<file path="src/rtl/eth_pkg.sv">
// Shared types and constants for the Ethernet receive frame sequencer.
// Holds the sequencer state encoding and Ethernet framing constants.
package eth_pkg;

    typedef enum logic [2:0] {
        S_IDLE,
        S_PREAMBLE,
        S_HEADER,
        S_PAYLOAD,
        S_CHECK,
        S_DONE,
        S_DROP
    } state_t;

    localparam logic [7:0]  ETH_PREAMBLE     = 8'h55;
    localparam logic [7:0]  ETH_SFD          = 8'hD5;
    localparam int          ETH_HDR_LEN      = 14;
    localparam int          ETH_FCS_LEN      = 4;
    localparam logic [15:0] ETH_LEN_TYPE_MAX = 16'd1500;

endpackage

</file>
<file path="src/rtl/eth_rx_delay4.sv">
// Four-byte delay line for the receive path; last four bytes are the FCS.
// Ports: clk, rst (sync, high), clr, push, din -> dout (oldest byte),
//        full (four bytes held), fcs ({b3,b2,b1,b0}, b0 received first).
module eth_rx_delay4 (
    input  logic        clk,
    input  logic        rst,
    input  logic        clr,
    input  logic        push,
    input  logic [7:0]  din,
    output logic [7:0]  dout,
    output logic        full,
    output logic [31:0] fcs
);

    logic [31:0] sr;
    logic [2:0]  cnt;

    always_ff @(posedge clk) begin
        if (rst || clr) begin
            sr  <= 32'h0;
            cnt <= 3'd0;
        end else if (push) begin
            sr <= {sr[23:0], din};
            if (cnt != 3'd4) begin
                cnt <= cnt + 3'd1;
            end
        end
    end

    assign dout = sr[31:24];
    assign full = (cnt == 3'd4);
    // Oldest byte is the first FCS byte, which is the CRC's low byte.
    assign fcs  = {sr[7:0], sr[15:8], sr[23:16], sr[31:24]};

endmodule

</file>
<file path="src/rtl/eth_rx_frame_ctrl.sv">
// Ethernet receive frame sequencer: preamble/SFD strip, header capture,
// payload streaming, FCS isolation via eth_rx_delay4, crc32 control, status.
// Ports: clk, rst (sync, high), rx_data/rx_valid from the MAC, station_mac,
//        crc_value from crc32; crc_init/crc_en/crc_data to crc32;
//        pl_data/pl_valid payload; ethertype; frame_done/frame_ok/err_crc/
//        err_len/addr_miss status.
// Optional macro ETH_RX_ADDR_FILTER_EN enables destination address filtering.
module eth_rx_frame_ctrl
    import eth_pkg::*;
#(
    parameter int MAX_PAYLOAD  = 1500,
    parameter int MIN_PAYLOAD  = 46,
    parameter int PREAMBLE_MIN = 7
) (
    input  logic        clk,
    input  logic        rst,
    input  logic [7:0]  rx_data,
    input  logic        rx_valid,
    input  logic [47:0] station_mac,
    input  logic [31:0] crc_value,
    output logic        crc_init,
    output logic        crc_en,
    output logic [7:0]  crc_data,
    output logic [7:0]  pl_data,
    output logic        pl_valid,
    output logic [15:0] ethertype,
    output logic        frame_done,
    output logic        frame_ok,
    output logic        err_crc,
    output logic        err_len,
    output logic        addr_miss
);

    localparam int OVH = ETH_HDR_LEN + ETH_FCS_LEN;
    localparam int NW  = $clog2(OVH + MAX_PAYLOAD + 2);

    // n counts bytes after SFD; the byte leaving the line is number n-3.
    localparam logic [NW-1:0] N_MIN     = NW'(OVH + MIN_PAYLOAD);
    localparam logic [NW-1:0] N_OVF     = NW'(OVH + MAX_PAYLOAD);
    localparam logic [NW-1:0] N_TYPE_HI = NW'(OVH - 2);
    localparam logic [NW-1:0] N_HDR_END = NW'(OVH - 1);
    localparam logic [NW-1:0] N_FULL    = NW'(ETH_FCS_LEN);
    localparam logic [3:0]    PRE_MIN   = 4'(PREAMBLE_MIN);

    state_t        state, state_nx;
    logic [3:0]    pcnt;
    logic [NW-1:0] n;
    logic          ovf;
    logic          in_frame, ovf_hit, push, full, pass;
    logic [7:0]    dout;
    logic [31:0]   fcs;
    logic [15:0]   pl_len;
    logic          len_short;

    eth_rx_delay4 u_delay (
        .clk  (clk),
        .rst  (rst),
        .clr  (crc_init),
        .push (push),
        .din  (rx_data),
        .dout (dout),
        .full (full),
        .fcs  (fcs)
    );

    assign in_frame = (state == S_HEADER) || (state == S_PAYLOAD);
    assign ovf_hit  = in_frame && rx_valid && (n == N_OVF);
    assign push     = in_frame && rx_valid && !ovf_hit && !rst;

    assign crc_init = !rst && (state == S_PREAMBLE) && rx_valid &&
                      (rx_data == ETH_SFD) && (pcnt >= PRE_MIN);
    assign crc_en   = push && full;
    assign crc_data = crc_en ? dout : 8'h0;
    assign pl_valid = crc_en && (state == S_PAYLOAD) && pass;
    assign pl_data  = pl_valid ? dout : 8'h0;

    assign frame_done = !rst && (state == S_DONE);
    assign frame_ok   = frame_done && !err_len && !err_crc && !addr_miss;

    // Bytes still in the line at the end are FCS, not payload.
    assign pl_len    = 16'(n) - 16'(OVH);
    assign len_short = (ethertype <= ETH_LEN_TYPE_MAX) &&
                       (pl_len < ethertype);

    always_comb begin
        state_nx = state;
        unique case (state)
            S_IDLE: begin
                if (rx_valid) begin
                    state_nx = (rx_data == ETH_PREAMBLE) ? S_PREAMBLE
                                                         : S_DROP;
                end
            end
            S_PREAMBLE: begin
                if (!rx_valid) begin
                    state_nx = S_IDLE;
                end else if (rx_data == ETH_SFD && pcnt >= PRE_MIN) begin
                    state_nx = S_HEADER;
                end else if (rx_data != ETH_PREAMBLE) begin
                    state_nx = S_DROP;
                end
            end
            S_HEADER, S_PAYLOAD: begin
                if (!rx_valid) begin
                    state_nx = S_CHECK;
                end else if (ovf_hit) begin
                    state_nx = S_DROP;
                end else if (state == S_HEADER && n == N_HDR_END) begin
                    state_nx = S_PAYLOAD;
                end
            end
            S_CHECK: state_nx = S_DONE;
            S_DONE:  state_nx = rx_valid ? S_DROP : S_IDLE;
            S_DROP: begin
                if (!rx_valid) begin
                    state_nx = ovf ? S_DONE : S_IDLE;
                end
            end
            default: state_nx = S_IDLE;
        endcase
    end

    always_ff @(posedge clk) begin
        if (rst) begin
            state     <= S_IDLE;
            pcnt      <= 4'd0;
            n         <= '0;
            ovf       <= 1'b0;
            ethertype <= 16'h0;
            err_crc   <= 1'b0;
            err_len   <= 1'b0;
        end else begin
            state <= state_nx;
            if (state == S_IDLE) begin
                pcnt <= 4'd1;
            end else if (state == S_PREAMBLE && rx_valid &&
                         rx_data == ETH_PREAMBLE && pcnt != 4'hF) begin
                pcnt <= pcnt + 4'd1;
            end
            if (crc_init) begin
                n         <= '0;
                ovf       <= 1'b0;
                ethertype <= 16'h0;
                err_crc   <= 1'b0;
                err_len   <= 1'b0;
            end
            if (push) begin
                n <= n + 1'b1;
                if (n == N_TYPE_HI) ethertype[15:8] <= dout;
                if (n == N_HDR_END) ethertype[7:0]  <= dout;
            end
            if (ovf_hit) begin
                ovf     <= 1'b1;
                err_len <= 1'b1;
            end
            if (in_frame && !rx_valid) begin
                err_len <= (n < N_MIN) || len_short;
            end
            // Runts shorter than the line carry no FCS to check.
            if (state == S_CHECK) begin
                err_crc <= (n >= N_FULL) && (crc_value != fcs);
            end
            if (state == S_DROP && !rx_valid) begin
                ovf <= 1'b0;
            end
        end
    end

`ifdef ETH_RX_ADDR_FILTER_EN
    logic        da_ne, da_nf, da_mc, miss_q;
    logic [2:0]  da_idx;
    logic [47:0] mac_sh;

    assign da_idx = 3'(n - NW'(4));
    assign mac_sh = station_mac << {da_idx, 3'b000};

    always_ff @(posedge clk) begin
        if (rst) begin
            da_ne  <= 1'b0;
            da_nf  <= 1'b0;
            da_mc  <= 1'b0;
            miss_q <= 1'b0;
        end else if (crc_init) begin
            da_ne  <= 1'b0;
            da_nf  <= 1'b0;
            da_mc  <= 1'b0;
            miss_q <= 1'b0;
        end else begin
            if (crc_en && state == S_HEADER && n < NW'(10)) begin
                if (dout != mac_sh[47:40]) da_ne <= 1'b1;
                if (dout != 8'hFF)         da_nf <= 1'b1;
                if (da_idx == 3'd0)        da_mc <= dout[0];
            end
            if (state == S_HEADER && state_nx == S_PAYLOAD) begin
                miss_q <= da_ne && da_nf && !da_mc;
            end
        end
    end

    assign addr_miss = miss_q;
    assign pass      = !miss_q;
`else
    logic unused_mac;
    assign unused_mac = ^station_mac;
    assign addr_miss  = 1'b0;
    assign pass       = 1'b1;
`endif

endmodule
</file>
<file path="config.mk">
export PLATFORM = sky130hd
export DESIGN_NAME = eth_rx_frame_ctrl
export DESIGN_NICKNAME = d
export VERILOG_FILES = /design/src/rtl/eth_pkg.sv /design/src/rtl/eth_rx_delay4.sv /design/src/rtl/eth_rx_frame_ctrl.sv
export SDC_FILE = /design/constraint.sdc
export NUM_CORES = 1
export LEC_CHECK = 0
export CAP_MARGIN = 25
export CORE_ASPECT_RATIO = 1.1
export CORE_MARGIN = 4
export CORE_UTILIZATION = 52
export CTS_BUF_LIST = sky130_fd_sc_hd__clkbuf_16
export DETAILED_ROUTE_END_ITERATION = 16
export PLACE_DENSITY = 0.86
export SLEW_MARGIN = 20
export SYNTH_ARGS = -nofsm -noshare
export SYNTH_HDL_FRONTEND = slang
export SYNTH_SLANG_ARGS = --single-unit
</file>
<file path="constraint.sdc">
create_clock -name clk -period 5.03 [get_ports clk]
set_input_delay 0.7545 -clock clk [delete_from_list [all_inputs] [get_ports clk]]
set_output_delay 0.7545 -clock clk [all_outputs]
set_load 0.01 [all_outputs]
</file>
==> out/metrics.cfg <==
[detailed_routing]
vias=4214
drt_wl_total_mm=11.6
drt_pass1_iterations=5
route.antenna.remaining_nets=0
drtIter0Drc=257
drc=0
highest_layer=met4
avgViaCountPerCell=5.81
wl_met1_mm=4.70
wl_met3_um=688
met2_wirelength_mm=5.84
wl_per_cell_um=15.9

[min_path]
hold_path_depth=2
holdCritStartpoint=u_delay.sr[20]$_SDFFE_PP0P_
min_to=u_delay.sr[28]$_SDFFE_PP0P_
hold_class=flip-flop to flip-flop

[pwr]
vdd_ir_drop_max_mv=0.188
intPower_mw=1.13
seq_power_share_pct=41.3
power.density_nw_per_um2=296
switchingPower_uw=496
swShare_pct=30.6
p_clk_share_pct=37.8
combPwrFrac_pct=20.9
p_leak_nw=1.84

[cells_and_area]
final_common_cell=nand2_1
syn_to_final_growth_pct=24.3
register_area_um2=1440
multi_input_area_um2=2680
final_cell_mix=nand2_1, clkdlybuf4s50_1, dfxtp_1
n_antenna_cell=0
finalNetCount=728
finalInstanceArea_um2=5480
instances_no_fill=725
n_fill_cell=643
drive_gt1_share_pct=5.19

[grt]
grt_pass1_vias=3993
grt_max_degree=47
grt_first_pass_wirelength_mm=19.0
grt_overflow=0
antenna_found_initial=0
grt_usage_pct=23.6

[cts]
cts_buffers=9
cts_tree=yes
clk_pin_slew_ps=50
ctsResizeCount=0
cts_htree_levels=3
cts_hold_buf=0
cts_setup_buffers=0
cts_sinks=72
insertion_delay_ps=340
cts_root_buf=clkbuf_16
cts.path.max_buffers=2

[logic_synthesis]
synth.largest_area_cell=dfxtp_1
synthCells=554
synth-seq-cells=72
synth-seq-area-share_pct=32.7
synth_nets=669
syn_area_per_cell_um2=7.97
synth_top_area_share_pct=32.7
syn_area_um2=4410
synth_edf_count=0
synth_warnings=0
async_reset_ff_share_pct=0
synth_flop_cell=dfxtp_1
synth_area_leaders=dfxtp_1, nand2_1, ha_1
yosysUniqueCellTypes=54

[die]
io-pin-count=131
row_count=34
die_w_um=95.8
fp.dieArea_um2=10000
start_util_pct=54.6
coreArea_um2=8080
die_y_um=105

[sta]
hold_violations=0
fin_crit_sh_pct=82.1
finalSetupTns_ps=0
setup_viol=0
max_slew_margin_pct=38.7
period_needed_ps=4130
rsz0062_at_grt=no
worst_pin_slew_ps=919
fin_skew_ps=3.55
fmax_mhz=242
fin_hold_ws_ps=486
report.final.slew_viol_count=0

[critical_path]
critPathMaxFanout=11
rrSetupSlack_ps=2200
reg2reg_from=n[1]$_SDFFE_PP0P_
start_kind=input port
crit_top_cell=clkdlybuf4s50_1
crit_chain=clkdlybuf4s50_1, and3b_2, o31ai_4, nor3_4, and4b_1, and2_1, clkdlybuf4s50_1
critPathMaxStageDelay_ps=740
reg2reg_to=err_len$_SDFFE_PP0P_
crit_family=buffers and inverters
crit_path_end_kind=output port
crit_slowest_cell=clkdlybuf4s50_1
crit_type=input port to output port
cp_data_required_time_ps=4280
worstPathArrival_ps=3380
critPathBufInv=2
reg2regPathDepth=12

[place]
gp_congestion=0.885
io_buffer_count=81
hpwl_mm=8.47
dp_cells=710
placed_cell_area_um2=5210

[outcome]
status=finished, final reports clean

[job]
drv_cap=0

-- synth_stat cells, drive strengths merged (4+ instances only) --
| cell | instances |
|---|---|
| clkbuf | 13 |
| nand3 | 18 |
| a211oi | 7 |
| nand4 | 25 |
| inv | 28 |
| xnor2 | 31 |
| nor4 | 7 |
| or3 | 4 |
| o31ai | 5 |
| dfxtp | 72 |
| ha | 24 |
| nand2 | 96 |
| buf | 24 |
| and2 | 19 |
| nor2 | 28 |
| nor3 | 12 |
| xor2 | 10 |
| or4 | 6 |
| a31oi | 4 |
| mux2i | 9 |
| a21oi | 55 |
| and3 | 5 |
| o21ai | 20 |
-- routing by layer --
layer | track usage, % | vias up
met1 | 28.7 | 1973
met2 | 40.1 | 168
met4 | 10.9 | 0
li1 | - | 2042
met3 | 3.59 | 31
met5 | 0 | -
-- area by class of cell --
type                    count  area share [%]
inverters                  28            1.92
clock inverters             6           0.958
repair buffers             85            15.3
multi-input cells         417            48.9
flip-flops and latches     72            26.3
clock buffers               9            4.11
well taps                 108            2.46
-- kinds of logic (layout without fill, tap and decap cells) --
| family | count (synthesis) | after routing | share of synthesized area (%) |
|---|---|---|---|
| other cells | 1 | 1 | 0.0850 |
| mux | 9 | 9 | 2.04 |
| xor+xnor | 41 | 41 | 8.14 |
| buf+inv | 65 | 128 | 6.72 |
| compound gates | 105 | 105 | 14.5 |
| fa+ha+maj | 24 | 24 | 6.80 |
| simple gates | 237 | 237 | 29.1 |
| flops | 72 | 72 | 32.7 |
-- tightest hold or removal path: stages, from the launching register on --
cell and delay, ps:
dfxtp_1 330, nand2_1 60, a21oi_1 50
-- metrics by stage --
stage,setup slack [ps],power (mW),utilization [%]
floorplan,2070,0.909,-
global placement,978,0.997,64.4
detailed placement,934,1.01,64.4
CTS,921,1.62,67.8
global route,737,1.69,67.8
finish,900,1.62,67.8
-- worst max-delay path by stage --
| stage | start | endpoint | slack [ps] | cells after the start |
|---|---|---|---|---|
| 2_1_floorplan | rx_data[1] | crc_init | 2070 | 4 |
| 3_3_place_gp | rx_valid | pl_data[7] | 980 | 7 |
| 3_5_place_dp | rx_valid | pl_data[3] | 930 | 7 |
| 4_1_cts | rx_valid | pl_data[3] | 920 | 7 |
| 5_1_grt | rx_valid | pl_data[0] | 740 | 7 |
| 6_report | rx_valid | pl_data[4] | 900 | 7 |
-- registers in the layout (all words and copies together), names as in the netlist --
register / flops
err_crc: 1
ethertype: 16
state: 3
u_delay.sr: 32
ovf: 1
n: 11
err_len: 1
u_delay.cnt: 3
pcnt: 4
-- power by group through the flow --
stage | clock network, mW | logic [mW] | registers [mW]
finish | 0.613 | 0.338 | 0.670
global route | 0.641 | 0.370 | 0.677
CTS | 0.619 | 0.336 | 0.668
detailed placement | 0 | 0.334 | 0.681
global placement | 0 | 0.321 | 0.677
floorplan | 0 | 0.267 | 0.642
Note: power is estimated with default switching activity, not from simulation.
